`src/rtl/bram_arb_pkg.sv`:
```
// Shared definitions for the three-requester BRAM port arbiter.
// Requester indices, FSM state type and a lowest-set-bit helper.
package bram_arb_pkg;

  localparam int unsigned NREQ     = 3;
  localparam int unsigned REQ_DMEM = 0;
  localparam int unsigned REQ_IMEM = 1;
  localparam int unsigned REQ_LDR  = 2;

  typedef enum logic {
    ARB  = 1'b0,
    LOCK = 1'b1
  } arb_state_e;

  // One-hot of the lowest set bit; zero in, zero out.
  function automatic logic [NREQ-1:0] first_one(input logic [NREQ-1:0] m);
    return m & (~m + {{(NREQ-1){1'b0}}, 1'b1});
  endfunction

endpackage

```
`src/rtl/bram_port_arbiter_if.sv`:
```
// Requester-side handshake bus plus BRAM-side port of the arbiter.
// slave = arbiter view, master = pipeline/loader/BRAM environment view.
interface bram_port_arbiter_if #(
  parameter int unsigned AW = 32,
  parameter int unsigned DW = 32
);
  import bram_arb_pkg::*;

  localparam int unsigned BW = DW / 8;

  logic [NREQ-1:0]    req_valid;
  logic [NREQ-1:0]    req_ready;
  logic [NREQ*AW-1:0] req_addr;
  logic [NREQ*BW-1:0] req_we;
  logic [NREQ*DW-1:0] req_wdata;
  logic               ldr_lock;
  logic [NREQ-1:0]    rsp_valid;
  logic [DW-1:0]      rsp_rdata;
  logic [AW-1:0]      bram_addr;
  logic [BW-1:0]      bram_we;
  logic [DW-1:0]      bram_di;
  logic [DW-1:0]      bram_do;
  logic               locked;

  modport slave (
    input  req_valid, req_addr, req_we, req_wdata, ldr_lock, bram_do,
    output req_ready, rsp_valid, rsp_rdata, bram_addr, bram_we, bram_di, locked
  );

  modport master (
    output req_valid, req_addr, req_we, req_wdata, ldr_lock, bram_do,
    input  req_ready, rsp_valid, rsp_rdata, bram_addr, bram_we, bram_di, locked
  );

endinterface

```
`src/rtl/arb_pick3.sv`:
```
// Combinational winner select for three requesters; one-hot (or zero) grant.
// BRAM_ARB_RR_EN selects round-robin from a last-grant pointer instead of starvation priority.
module arb_pick3
  import bram_arb_pkg::*;
(
  input  logic [NREQ-1:0] valid,
`ifdef BRAM_ARB_RR_EN
  input  logic [1:0]      last,
`else
  input  logic [NREQ-1:0] starved,
`endif
  input  logic            lock,
  output logic [NREQ-1:0] grant
);

`ifdef BRAM_ARB_RR_EN
  logic        found;
  int unsigned idx;

  always_comb begin
    grant = '0;
    found = 1'b0;
    idx   = 0;
    if (lock) begin
      grant[REQ_LDR] = valid[REQ_LDR];
    end else begin
      // Search starts one past the last winner and wraps.
      for (int unsigned k = 1; k <= NREQ; k++) begin
        idx = (32'(last) + k) % NREQ;
        if (!found && valid[idx]) begin
          grant[idx] = 1'b1;
          found      = 1'b1;
        end
      end
    end
  end
`else
  logic [NREQ-1:0] hungry;

  always_comb begin
    grant  = '0;
    hungry = valid & starved;
    if (lock) begin
      grant[REQ_LDR] = valid[REQ_LDR];
    end else if (|hungry) begin
      grant = first_one(hungry);
    end else begin
      grant = first_one(valid);
    end
  end
`endif

endmodule

```
`src/rtl/bram_port_arbiter.sv`:
```
// Shares one 1-cycle-read BRAM port among dmem, imem and loader requesters.
// Optional macro BRAM_ARB_RR_EN: round-robin arbitration instead of starvation priority.
module bram_port_arbiter
  import bram_arb_pkg::*;
#(
  parameter int unsigned AW           = 32,
  parameter int unsigned DW           = 32,
  parameter int unsigned STARVE_LIMIT = 15,
  parameter int unsigned CNT_W        = 4
) (
  input logic                clk,
  input logic                rst,
  bram_port_arbiter_if.slave bus
);

  localparam int unsigned BW = DW / 8;

  arb_state_e      state_q, state_d;
  logic [NREQ-1:0] pick;
  logic [NREQ-1:0] grant;
  logic [NREQ-1:0] accept;
  logic [NREQ-1:0] is_read;
  logic [NREQ-1:0] rd_pend_q;
  logic [AW-1:0]   addr_q;
  logic [AW-1:0]   sel_addr;
  logic [BW-1:0]   sel_we;
  logic [DW-1:0]   sel_wdata;

  // FSM state register
  always_ff @(posedge clk or posedge rst) begin
    if (rst) begin
      state_q <= ARB;
    end else begin
      state_q <= state_d;
    end
  end

  // FSM next state; a loader accept in LOCK with ldr_lock low still completes first
  always_comb begin
    state_d = state_q;
    case (state_q)
      ARB:     if (accept[REQ_LDR] && bus.ldr_lock) state_d = LOCK;
      LOCK:    if (!bus.ldr_lock) state_d = ARB;
      default: state_d = ARB;
    endcase
  end

  // FSM outputs
  always_comb begin
    grant         = rst ? '0 : pick;
    bus.req_ready = grant;
    bus.locked    = (state_q == LOCK);
  end

  assign accept = grant & bus.req_valid;

`ifdef BRAM_ARB_RR_EN
  logic [1:0] last_q;

  always_ff @(posedge clk or posedge rst) begin
    if (rst) begin
      last_q <= 2'(REQ_LDR);
    end else if (|accept) begin
      last_q <= accept[REQ_DMEM] ? 2'(REQ_DMEM) :
                accept[REQ_IMEM] ? 2'(REQ_IMEM) : 2'(REQ_LDR);
    end
  end

  arb_pick3 u_pick (
    .valid (bus.req_valid),
    .last  (last_q),
    .lock  (state_q == LOCK),
    .grant (pick)
  );
`else
  logic [CNT_W-1:0] cnt_q [NREQ];
  logic [NREQ-1:0]  starved;

  // Wait counters saturate at the limit, which is what marks a requester starved
  always_ff @(posedge clk or posedge rst) begin
    if (rst) begin
      for (int i = 0; i < NREQ; i++) cnt_q[i] <= '0;
    end else begin
      for (int i = 0; i < NREQ; i++) begin
        if (!bus.req_valid[i] || accept[i]) begin
          cnt_q[i] <= '0;
        end else if (cnt_q[i] != CNT_W'(STARVE_LIMIT)) begin
          cnt_q[i] <= cnt_q[i] + 1'b1;
        end
      end
    end
  end

  always_comb begin
    for (int i = 0; i < NREQ; i++) starved[i] = (cnt_q[i] == CNT_W'(STARVE_LIMIT));
  end

  arb_pick3 u_pick (
    .valid   (bus.req_valid),
    .starved (starved),
    .lock    (state_q == LOCK),
    .grant   (pick)
  );
`endif

  // Granted requester's fields go straight to the BRAM in the grant cycle
  always_comb begin
    sel_addr  = addr_q;
    sel_we    = '0;
    sel_wdata = '0;
    for (int i = 0; i < NREQ; i++) begin
      if (grant[i]) begin
        sel_addr  = bus.req_addr[i*AW +: AW];
        sel_we    = bus.req_we[i*BW +: BW];
        sel_wdata = bus.req_wdata[i*DW +: DW];
      end
    end
    bus.bram_addr = sel_addr;
    bus.bram_we   = sel_we;
    bus.bram_di   = sel_wdata;
  end

  always_comb begin
    for (int i = 0; i < NREQ; i++) is_read[i] = ~|bus.req_we[i*BW +: BW];
  end

  always_ff @(posedge clk or posedge rst) begin
    if (rst) begin
      addr_q    <= '0;
      rd_pend_q <= '0;
    end else begin
      if (|accept) addr_q <= sel_addr;
      rd_pend_q <= accept & is_read;
    end
  end

  assign bus.rsp_valid = rd_pend_q;
  assign bus.rsp_rdata = (|rd_pend_q) ? bus.bram_do : '0;

endmodule

```
`src/flat_wrapper.sv`:
```
// flat-port wrapper written by rule: the top's interface ports become plain ports
module bram_port_arbiter_flat import bram_arb_pkg::*;
#(
  parameter int unsigned AW           = 32,
  parameter int unsigned DW           = 32,
  parameter int unsigned STARVE_LIMIT = 15,
  parameter int unsigned CNT_W        = 4
)
  (clk, rst, bus_req_valid, bus_req_addr, bus_req_we, bus_req_wdata, bus_ldr_lock, bus_bram_do, bus_req_ready, bus_rsp_valid, bus_rsp_rdata, bus_bram_addr, bus_bram_we, bus_bram_di, bus_locked);
  bram_port_arbiter_if #(.AW(AW), .DW(DW)) bus_i ();
  input logic clk;
  input logic rst;
  input wire logic [$bits(bus_i.req_valid)-1:0] bus_req_valid;
  input wire logic [$bits(bus_i.req_addr)-1:0] bus_req_addr;
  input wire logic [$bits(bus_i.req_we)-1:0] bus_req_we;
  input wire logic [$bits(bus_i.req_wdata)-1:0] bus_req_wdata;
  input wire logic [$bits(bus_i.ldr_lock)-1:0] bus_ldr_lock;
  input wire logic [$bits(bus_i.bram_do)-1:0] bus_bram_do;
  output wire logic [$bits(bus_i.req_ready)-1:0] bus_req_ready;
  output wire logic [$bits(bus_i.rsp_valid)-1:0] bus_rsp_valid;
  output wire logic [$bits(bus_i.rsp_rdata)-1:0] bus_rsp_rdata;
  output wire logic [$bits(bus_i.bram_addr)-1:0] bus_bram_addr;
  output wire logic [$bits(bus_i.bram_we)-1:0] bus_bram_we;
  output wire logic [$bits(bus_i.bram_di)-1:0] bus_bram_di;
  output wire logic [$bits(bus_i.locked)-1:0] bus_locked;
  assign bus_i.req_valid = bus_req_valid;
  assign bus_i.req_addr = bus_req_addr;
  assign bus_i.req_we = bus_req_we;
  assign bus_i.req_wdata = bus_req_wdata;
  assign bus_i.ldr_lock = bus_ldr_lock;
  assign bus_i.bram_do = bus_bram_do;
  assign bus_req_ready = bus_i.req_ready;
  assign bus_rsp_valid = bus_i.rsp_valid;
  assign bus_rsp_rdata = bus_i.rsp_rdata;
  assign bus_bram_addr = bus_i.bram_addr;
  assign bus_bram_we = bus_i.bram_we;
  assign bus_bram_di = bus_i.bram_di;
  assign bus_locked = bus_i.locked;
  bram_port_arbiter #(.AW(AW), .DW(DW), .STARVE_LIMIT(STARVE_LIMIT), .CNT_W(CNT_W)) u_core (.clk(clk), .rst(rst), .bus(bus_i));
endmodule
```
`config.mk`:
```
export PLATFORM = sky130hd
export DESIGN_NAME = bram_port_arbiter_flat
export DESIGN_NICKNAME = d
export VERILOG_FILES = /design/src/rtl/bram_arb_pkg.sv /design/src/rtl/bram_port_arbiter_if.sv /design/src/rtl/arb_pick3.sv /design/src/rtl/bram_port_arbiter.sv /design/src/flat_wrapper.sv
export SDC_FILE = /design/constraint.sdc
export NUM_CORES = 1
export LEC_CHECK = 0
export CAP_MARGIN = 20
export CORE_AREA = 5 5 133 135
export CTS_CLUSTER_DIAMETER = 40
export DETAILED_ROUTE_END_ITERATION = 8
export DIE_AREA = 0 0 138 140
export PLACE_DENSITY = 0.76
export SLEW_MARGIN = 30
export SYNTH_ARGS = -nofsm -noshare
export SYNTH_HDL_FRONTEND = slang
export SYNTH_HIERARCHICAL = 1
export SYNTH_SLANG_ARGS = --single-unit
export TNS_END_PERCENT = 50
```
`constraint.sdc`:
```
create_clock -name clk -period 3.1 [get_ports clk]
set_input_delay 0.31 -clock clk [delete_from_list [all_inputs] [get_ports clk]]
set_output_delay 0.31 -clock clk [all_outputs]
set_load 0.005 [all_outputs]
```
# After elaboration in Yosys (flattened, before gate mapping)
# Index checks and enable logic that the tools add are counted.
# totals
reg_bits,48
out_inout_bits,107
elab_cells,67
# classes
addsub,5
eq_ne,6
mux,23
bitwise,8
n_reduce_logical,19
# op_table
operator,n
$mux W32,7
$mux W4,9
$and A3 B3 Y3,5
$add A4 B1 Y4 const B,3
$eq A4 B4 Y1 const B,3
$ne A4 B4 Y1 const B,3
$reduce_or A4 Y1,3
$reduce_or A3 Y1,3
$add A3 B1 Y3 const B,2
$logic_not A1 Y1,6
$mux W3,2
$not A3 Y3,2
$reduce_bool A2 Y1,3
$logic_or A1 B1 Y1,3
$mux W1,3
$mux W2,1
$pmux W1 S2,1
$logic_and A1 B1 Y1,1
$not A1 Y1,1

# Longest topological paths before layout
# Gate-level depths: netlist (run 1).
# logic_depth
ltp_word,12
mapped_depth,13
depth_no_buf,10

# Hierarchy
# Netlist (run 1), hierarchy kept.
# by_module_without_submodules
module,n_inst,cells_per_inst,area_each_um2
bram_port_arbiter,1,492,4235.3
arb_pick3,1,13,72.6

# Least setup slack after synthesis (run 1)
# No wires, ideal clock.
# synth_path
path_kind,reg2out
startpoint,register u_core/cnt_q[4] (netlist name)
endpoint,output port bus_bram_di[16]
arrival_ns,2.471
slack_ns,0.319
stages_incl_launch_ff,13
n_path_buf,3
cell_sequence,dfrtp_1 > ha_1 > and3_1 > clkbuf_1 > nand3b_1 > nand2_1 > a311oi_1 > nand2_1 > inv_2 > clkbuf_1 > clkbuf_1 > a221oi_1 > nor2_1
# synth_between
elab_cells_between_ends,13
cone_classes,1 x add/sub; 1 x eq/ne; 7 x mux; 3 x bitwise; 1 x reduce/logical
# synth_rtl
element,line,source
start: declaration,bram_port_arbiter.sv:76,logic [CNT_W-1:0] cnt_q [NREQ];
start signal: indexed assignment,bram_port_arbiter.sv:88,cnt_q[i] <= cnt_q[i] + 1'b1;
$eq A4 B4 Y1 *,bram_port_arbiter.sv:95,for (int i = 0; i < NREQ; i++) starved[i] = (cnt_q[i] == CNT_W'(STARVE_LIMIT));
net u_core.starved[1],bram_port_arbiter.sv:77,logic [NREQ-1:0] starved;
$and A3 B3 Y3 *,arb_pick3.sv:42,hungry = valid & starved;
$not A3 Y3,bram_arb_pkg.sv:17,"return m & (~m + {{(NREQ-1){1'b0}}, 1'b1});"
$add A3 B1 Y3,bram_arb_pkg.sv:17,
$and A3 B3 Y3,bram_arb_pkg.sv:17,
$mux W3 *,arb_pick3.sv:45,end else if (|hungry) begin
$mux W1 *,arb_pick3.sv:43,if (lock) begin
net u_core.pick[2],bram_port_arbiter.sv:19,logic [NREQ-1:0] pick;
$mux W3 *,bram_port_arbiter.sv:50,grant = rst ? '0 : pick;
$mux W32 *,bram_port_arbiter.sv:112,if (grant[i]) begin
end: declaration,flat_wrapper.sv:24,output wire logic [$bits(bus_i.bram_di)-1:0] bus_bram_di;
# The timed path passes the listed nets; every way through them passes the cells marked *.

# Worst setup path in the final report (run 1)
# layout_path
startpoint,register u_core/cnt_q[0] (netlist name)
endpoint,output port bus_bram_addr[10]
# layout_between
elab_chain_cells,9
elab_cells_between_ends,13
cone_classes,1 x add/sub; 1 x eq/ne; 7 x mux; 3 x bitwise; 1 x reduce/logical
# layout_rtl
element,line,source
$eq A4 B4 Y1 *,bram_port_arbiter.sv:95,
$and A3 B3 Y3 *,arb_pick3.sv:42,
$not A3 Y3,bram_arb_pkg.sv:17,
$add A3 B1 Y3,bram_arb_pkg.sv:17,
$and A3 B3 Y3,bram_arb_pkg.sv:17,
$mux W3 *,arb_pick3.sv:45,
$mux W1 *,arb_pick3.sv:43,
net u_core.pick[2],bram_port_arbiter.sv:19,
$mux W3 *,bram_port_arbiter.sv:50,
$mux W32 *,bram_port_arbiter.sv:112,
end: declaration,flat_wrapper.sv:22,output wire logic [$bits(bus_i.bram_addr)-1:0] bus_bram_addr;
# Marked as above.

==> summary.md, run 1 <==
| Metric | Value |
|---|---|
| Vias | 5302 |
| Crit path required time | 2790 ps |
| Post-Syn Instances | 505 |
| Library cells used by synthesis | 37 |
| Synth-to-Final Area Change | 105% |
| Register area share after synthesis | ~28% |
| Cell area after layout | 0.00885 mm2 |
| DR WL/cell | around 21 um |
| Final core occ | 54.1% |
| Post-DP HPWL | roughly 17 mm |
| Grt total ovfl | 0 |
| Setup CP Type | reg2out |
| Startpoint Class | flip-flop |
| DIE HEIGHT | 140 um |
| Max Slew Vio Count | 0 |
| Worst Path Arrival | about 2800 ps |
| Row cnt | between 40 and 50 |
| GRT Util Overall | 22.0% |
| Status | complete, no violations |
| Top delay family on crit path | buffers and inverters |
| Setup Skew | roughly 5.3 ps |
| Ports | approximately 350 |
| Pwr Total | 3.29 mW |
| Initial Util | roughly a quarter |
| Worst Max-Slew Pin Slew | 661 ps |
| RSZ-0062 raised after global routing | yes |
| Netlist Area Pre-Place | 0.00431 mm2 |
| Critical path buffer and inverter count | 5 |
| Proportion of layout cells with a drive suffix above 1 | 20.5% |
| Post-Layout Cell Count | 1082 |
| Pleak | between 3 and 4 nW |
| Post-Syn Area per Cell | 8.53 um2 |
| Layout fillers | between 1500 and 2000 |
| Yosys warning count | 6 |
| Die X-Extent | 138 um |
| Total power divided by cell area | 372 mW/mm2 |
| Post-route antenna net violation count | 0 |
| Maxcap violations | 0 |
| Vias in the first global route | around 5500 |
| Yosys reg bits | 48 |
| GPL Wtd Cong | about 0.9 |
| Clock sink total | 48 |
| CTS buffer count | 5 |
| Latest clock arrival within the worst-skew pair | 290 ps |
| Multi-input logic area | 0.00300 mm2 |
| Worst path depth | 11 |
| Most common cell after layout, fill and taps aside | clkdlybuf4s50_1 |
| Die area | 0.0193 mm2 |
| Hold Fails Final Rpt | 0 |
| CTS root buf | clkbuf_16 |
| Initial antenna violation count | 1 |
| Placed insts | 1055 |
| Number of diodes | 0 |
| Core Area | 0.0163 mm2 |
| Most frequent cells in the layout | clkdlybuf4s50_1, nor2_1, dfrtp_1, nand2_1, dlymetal6s2s_1 |
| CP max FO | 32 |
| Most frequent CP cell | buf_4 |
| CP cell instances | ha_2 -> and3_4 -> buf_4 -> nor3_1 -> a311oi_2 -> buf_4 -> inv_1 -> buf_12 -> a21oi_2 -> o21ai_2 -> clkdlybuf4s50_1 |
| Hold_ws | 313 ps |
| Initial detailed-routing violation count | 168 |
| Ys flop type | dfrtp_1 |
| Final net count | roughly 1100 |
| Clock Pin Slew Worst Setup and Hold Paths | around 70 ps |
| TritonCTS clock tree | yes |
| Drt drc | 0 |
| H-tree Lvls | 2 |
| I/O Buffers | 348 |
| Vias per inst | 4.90 |
| Post-synth EDFFs | 0 |
| Initial DRT Pass Iterations | 4 |
| R2R depth | 12 |
| Worst path slowest cell | clkdlybuf4s50_1 |
| Final WL | 23.0 mm |
| Syn Nets | 750 |
| Max clock buf depth | 2 |
| Final period utilization | 99.9% |
| Post-synth ARST share | between 90% and 100% |
| Fmax | 323 MHz |
| CP endpoint kind | output port |
| Slew headroom | 55.9% |
| Cts hold-fix bufs | 0 |
| Dpl cell area | 0.00819 mm2 |
| Global-route wire length before repair | 33.9 mm |
| CP peak stage delay | 530 ps |
| Maximum VDD drop | 0.235 mV |
| Storage element area | around 0.0012 mm2 |
| Post-layout min period | 3100 ps |
| Largest net degree at the start of global routing | between 40 and 50 |
| Worst Hold Class | in2async |
| # setup viols final | 0 |
metrics by stage:
step | setup TNS (ps) | setup WS, ps
after floorplan | 0 | 319
after global placement | 0 | 9.00
after detailed placement | -11.1 | -11.1
after CTS | -207 | -115
after global routing | -575 | -114
final | 0 | 3.75
final timing paths:
check	start	endpoint	slack, ps
worst min register to register	u_core/addr_q[0]	u_core/addr_q[0]	520
worst min-delay path	rst	u_core/bus.locked	310
worst max-delay path	u_core/cnt_q[0]	bus_bram_addr[10]	4
worst max register to register	u_core/cnt_q[5]	u_core/addr_q[2]	460
min in group clk	u_core/addr_q[0]	u_core/addr_q[0]	520
max in group asynchronous	rst	u_core/addr_q[3]	2350
synth_stat cells, drive strengths merged, types with 6 or more instances:
| cell | n | area share (%) |
|---|---|---|
| nor2 | 87 | 7.6 |
| a221oi | 36 | 7.3 |
| inv | 6 | 0.52 |
| nor2b | 36 | 5.2 |
| nand2b | 31 | 4.5 |
| o21ai | 34 | 6.7 |
| a21oi | 34 | 3.9 |
| clkbuf | 27 | 2.4 |
| buf | 18 | 3.0 |
| dfrtp | 48 | 28 |
| mux2 | 32 | 11 |
| nand2 | 42 | 3.7 |
| o22ai | 32 | 9.0 |
kinds of logic (layout without fill, tap and decap cells):
logic type	Yosys count	in the layout	synth area share, %
flops	48	48	27.9
xor+xnor	3	3	0.610
compound gates	146	146	28.8
buf+inv	51	408	5.87
simple gates	219	219	24.3
fa+ha+maj	3	3	0.871
mux	35	35	11.7
worst min-delay path: stages:
cell and delay (ps):
buf_2 170, inv_2 70, buf_4 540
state kept, by name, summed over array words and instances, names as in the netlist:
register and count:
u_core/bus.locked 1, u_core/addr_q 32, u_core/bus.rsp_valid 3, u_core/cnt_q 12
cell type report:
class                           count  share of cell area, %
Timing Repair Buffer              394                   47.4
Multi-Input combinational cell    406                   33.9
Sequential cell                    48                   13.6
Tap cell                          220                   3.11
Clock buffer                        6                   1.57
Inverter                            6                  0.255
Clock inverter                      2                  0.170
power breakdown:
part	internal (mW)	switching [mW]	leakage [nW]
combinational	1.09	0.604	3.25
sequential	0.849	0.170	0.585
clock	0.322	0.251	0.0691
total	2.26	1.03	3.91
layer usage:
layer  part of all wire, %  wire length [um]  track usage, %
met1                    39              9090            25.4
met2                    50             11600            39.2
met3                   8.8              2030            8.11
met4                   1.4               326            4.42
met5                 0.035                 8               0
repair_timing:
action | in CTS | in global routing
setup endpoints to repair | 68 | 62
resized for setup | 56 | 67
pin swaps | 3 | 4
cloned | 4 | 3
setup buffers | 9 | 3
No activity file was read; power rests on OpenSTA's default activity.
==> inputs of run 2 (changes only) <==
- CTS_BUF_LIST: unset -> sky130_fd_sc_hd__clkbuf_8
==> run 2 against run 1 <==
Against the previous run:
- setup slack improved by 14 ps
- register-to-register slack improved by 110 ps
- sequential cell count did not move
- die area did not move
- sequential power barely moved
- global-route usage rose by 0.29 points
- via count rose by 1.8%
- core utilization fell by 0.28 points
- maximum frequency rose by 0.46%
- sequential share of layout area rose by 0.069 points
- count of clock-buffer cells in the layout did not move
- non-clock buffer count rose by 14
==> summary.md, run 2 (same netlist as run 1, synthesis figures left out) <==
| Metric | Value |
|---|---|
| Worst Path Arrival | 2770 ps (-20 ps) |
| Fmax | 324 MHz (+0.46%) |
| GRT Util Overall | 22.3% (+0.29 points) |
| Die X-Extent | 138 um (unchanged) |
| Hold Fails Final Rpt | 0 (unchanged) |
| Drt drc | 0 (unchanged) |
| Total power divided by cell area | 357 mW/mm2 (-4.0%) |
| Synth-to-Final Area Change | 104% |
| H-tree Lvls | 2 (unchanged) |
| Die area | 0.0193 mm2 (unchanged) |
| Final net count | 1120 (+1.3%) |
| Post-layout min period | 3080 ps (-14.3 ps) |
| CTS buffer count | 5 (unchanged) |
| Placed insts | 1055 (unchanged) |
| Worst Max-Slew Pin Slew | 668 ps (+6.59 ps) |
| Final worst slack | 18.1 ps (+14.3 ps) |
| GPL Wtd Cong | 0.922 (unchanged) |
| Maxcap violations | 0 (unchanged) |
| Vias per inst | 4.92 (+0.47%) |
| Most common cell after layout, fill and taps aside | clkdlybuf4s50_1 |
| Max clock buf depth | 2 (unchanged) |
| Grt total ovfl | 0 (unchanged) |
| Dpl cell area | 0.00819 mm2 (unchanged) |
| Worst path slowest cell | clkdlybuf4s50_1 |
| Global-route wire length before repair | 34.4 mm (+1.4%) |
| Initial antenna violation count | 1 (unchanged) |
| Clock sink total | 48 (unchanged) |
| Logic pwr share | 54.0% (+2.4 points) |
| Crit path required time | 2790 ps (about the same) |
| CP cell instances | ha_2 -> and3_4 -> o21ai_1 -> o2111a_2 -> nor2b_4 -> buf_12 -> buf_16 -> a221oi_1 -> nor2_1 -> clkdlybuf4s50_1 |
| I/O Buffers | 348 (unchanged) |
| Net switching power | 1.04 mW (+1.4%) |
| Cell area after layout | 0.00880 mm2 (-0.51%) |
| Internal | 2.10 mW (-7.1%) |
| Row cnt | 47 (unchanged) |
| Proportion of layout cells with a drive suffix above 1 | 25.0% (+4.5 points) |
| Initial Util | 26.4% (unchanged) |
| Pleak | 3.74 nW (-4.3%) |
| Post-Layout Cell Count | 1096 (+1.3%) |
| Hold_ws | 293 ps (-20.2 ps) |
| CP peak stage delay | 510 ps (-20 ps) |
| Maximum VDD drop | 0.225 mV (-4.4%) |
| Final TNS setup | 0 ps (unchanged) |
| Max Slew Vio Count | 0 (unchanged) |
| Final core occ | 53.8% (-0.28 points) |
| Slew headroom | 55.5% (-0.44 points) |
| Clock Pin Slew Worst Setup and Hold Paths | 100 ps (+30 ps) |
| Core Area | 0.0163 mm2 (unchanged) |
| Clock share of power | 13.3% (-4.1 points) |
| Worst Hold Class | in2async |
| DR WL/cell | 21.4 um (+0.41%) |
| CP max FO | 19 (-41%) |
| Cts hold-fix bufs | 0 (unchanged) |
| CP endpoint kind | output port |
| Latest clock arrival within the worst-skew pair | 310 ps (+20 ps) |
| Sequential share of power | 32.7% (+1.7 points) |
| Vias in the first global route | 5625 (+1.8%) |
| Largest Register | u_core/addr_q |
| Ports | 349 (unchanged) |
| CTS root buf | clkbuf_8 |
| Status | complete, no violations |
| Pwr Total | 3.14 mW (-4.5%) |
| DIE HEIGHT | 140 um (unchanged) |
| Startpoint Class | flip-flop |
| Initial DRT Pass Iterations | 4 (unchanged) |
| Worst slack, placed | -11.1 ps (unchanged) |
| Vias | 5396 (+1.8%) |
| Post-DP HPWL | 17.0 mm (unchanged) |
| Largest net degree at the start of global routing | 49 (unchanged) |
| Sw Share | 33.1% (+1.9 points) |
| Setup Skew | 8.62 ps (+3.31 ps) |
| RSZ-0062 raised after global routing | yes |
| Largest register FFs | 32 (unchanged) |
| # setup viols final | 0 (unchanged) |
| Setup CP Type | reg2out |
| Initial detailed-routing violation count | 186 (+11%) |
| Number of diodes | 0 (unchanged) |
| Critical path buffer and inverter count | 3 (-2) |
| Most frequent cells in the layout | clkdlybuf4s50_1, nor2_1, dfrtp_1, nand2_1, nor2b_1 |
| Final period utilization | 99.4% (-0.46 points) |
| Post-route antenna net violation count | 0 (unchanged) |
| TritonCTS clock tree | yes |
| Final WL | 23.4 mm (+1.7%) |
| Top delay family on crit path | buffers and inverters |
[run 2: worst register-to-register path, cell delays in order, from the launching register on]
cell     delay (ps)
dfrtp_1         400
ha_2            190
and3_4          190
nand2_1          90
a21oi_2          60
nor3b_2         210
or3b_4          490
buf_16          180
buf_4           150
o22ai_4         140
o21ai_2          70
mux2_4          260
[run 2: power by group through the flow]
stage	registers [mW]	clock network (mW)	logic, mW
floorplan	0.982	0	0.842
global placement	0.998	0	1.69
detailed placement	1.02	0	1.71
CTS	1.00	0.440	1.67
global route	1.06	0.463	1.82
finish	1.03	0.417	1.70
[run 2: metal layers]
layer	up-vias	global-route usage [%]	part of all wire, %
li1	2550	-	-
met1	2574	25.9	40
met2	245	39.8	50
met3	25	7.67	8.6
met4	2	4.68	1.8
met5	-	0	0.034
[run 2: final cells by class]
cell class	count	area [um2]
multi-input cells	406	3050
flip-flops and latches	48	1200
clock inverters	2	15.0
inverters	6	25.0
clock buffers	6	82.6
well taps	220	275
repair buffers	408	4150
fillers	1554	7540
[run 2: repair_timing]
item | in CTS | in global routing
pin swaps | 3 | 4
hold endpoints to repair | 0 | 0
gates cloned | 5 | 2
setup buffers | 16 | 10
resized for setup | 84 | 103
endpoints found under the setup margin | 68 | 57
[run 2: path summary, 6_finish.rpt]
check / from / to / slack (ps) / cells past startpoint
max in group asynchronous: rst / u_core/addr_q[3] / 2370 / 3
min in group clk: u_core/addr_q[0] / u_core/addr_q[0] / 520 / 1
min reg2reg: u_core/addr_q[0] / u_core/addr_q[0] / 520 / 1
min: rst / u_core/cnt_q[4] / 290 / 3
max reg2reg: u_core/cnt_q[5] / u_core/addr_q[9] / 570 / 11
max: u_core/cnt_q[8] / bus_bram_di[4] / 20 / 10
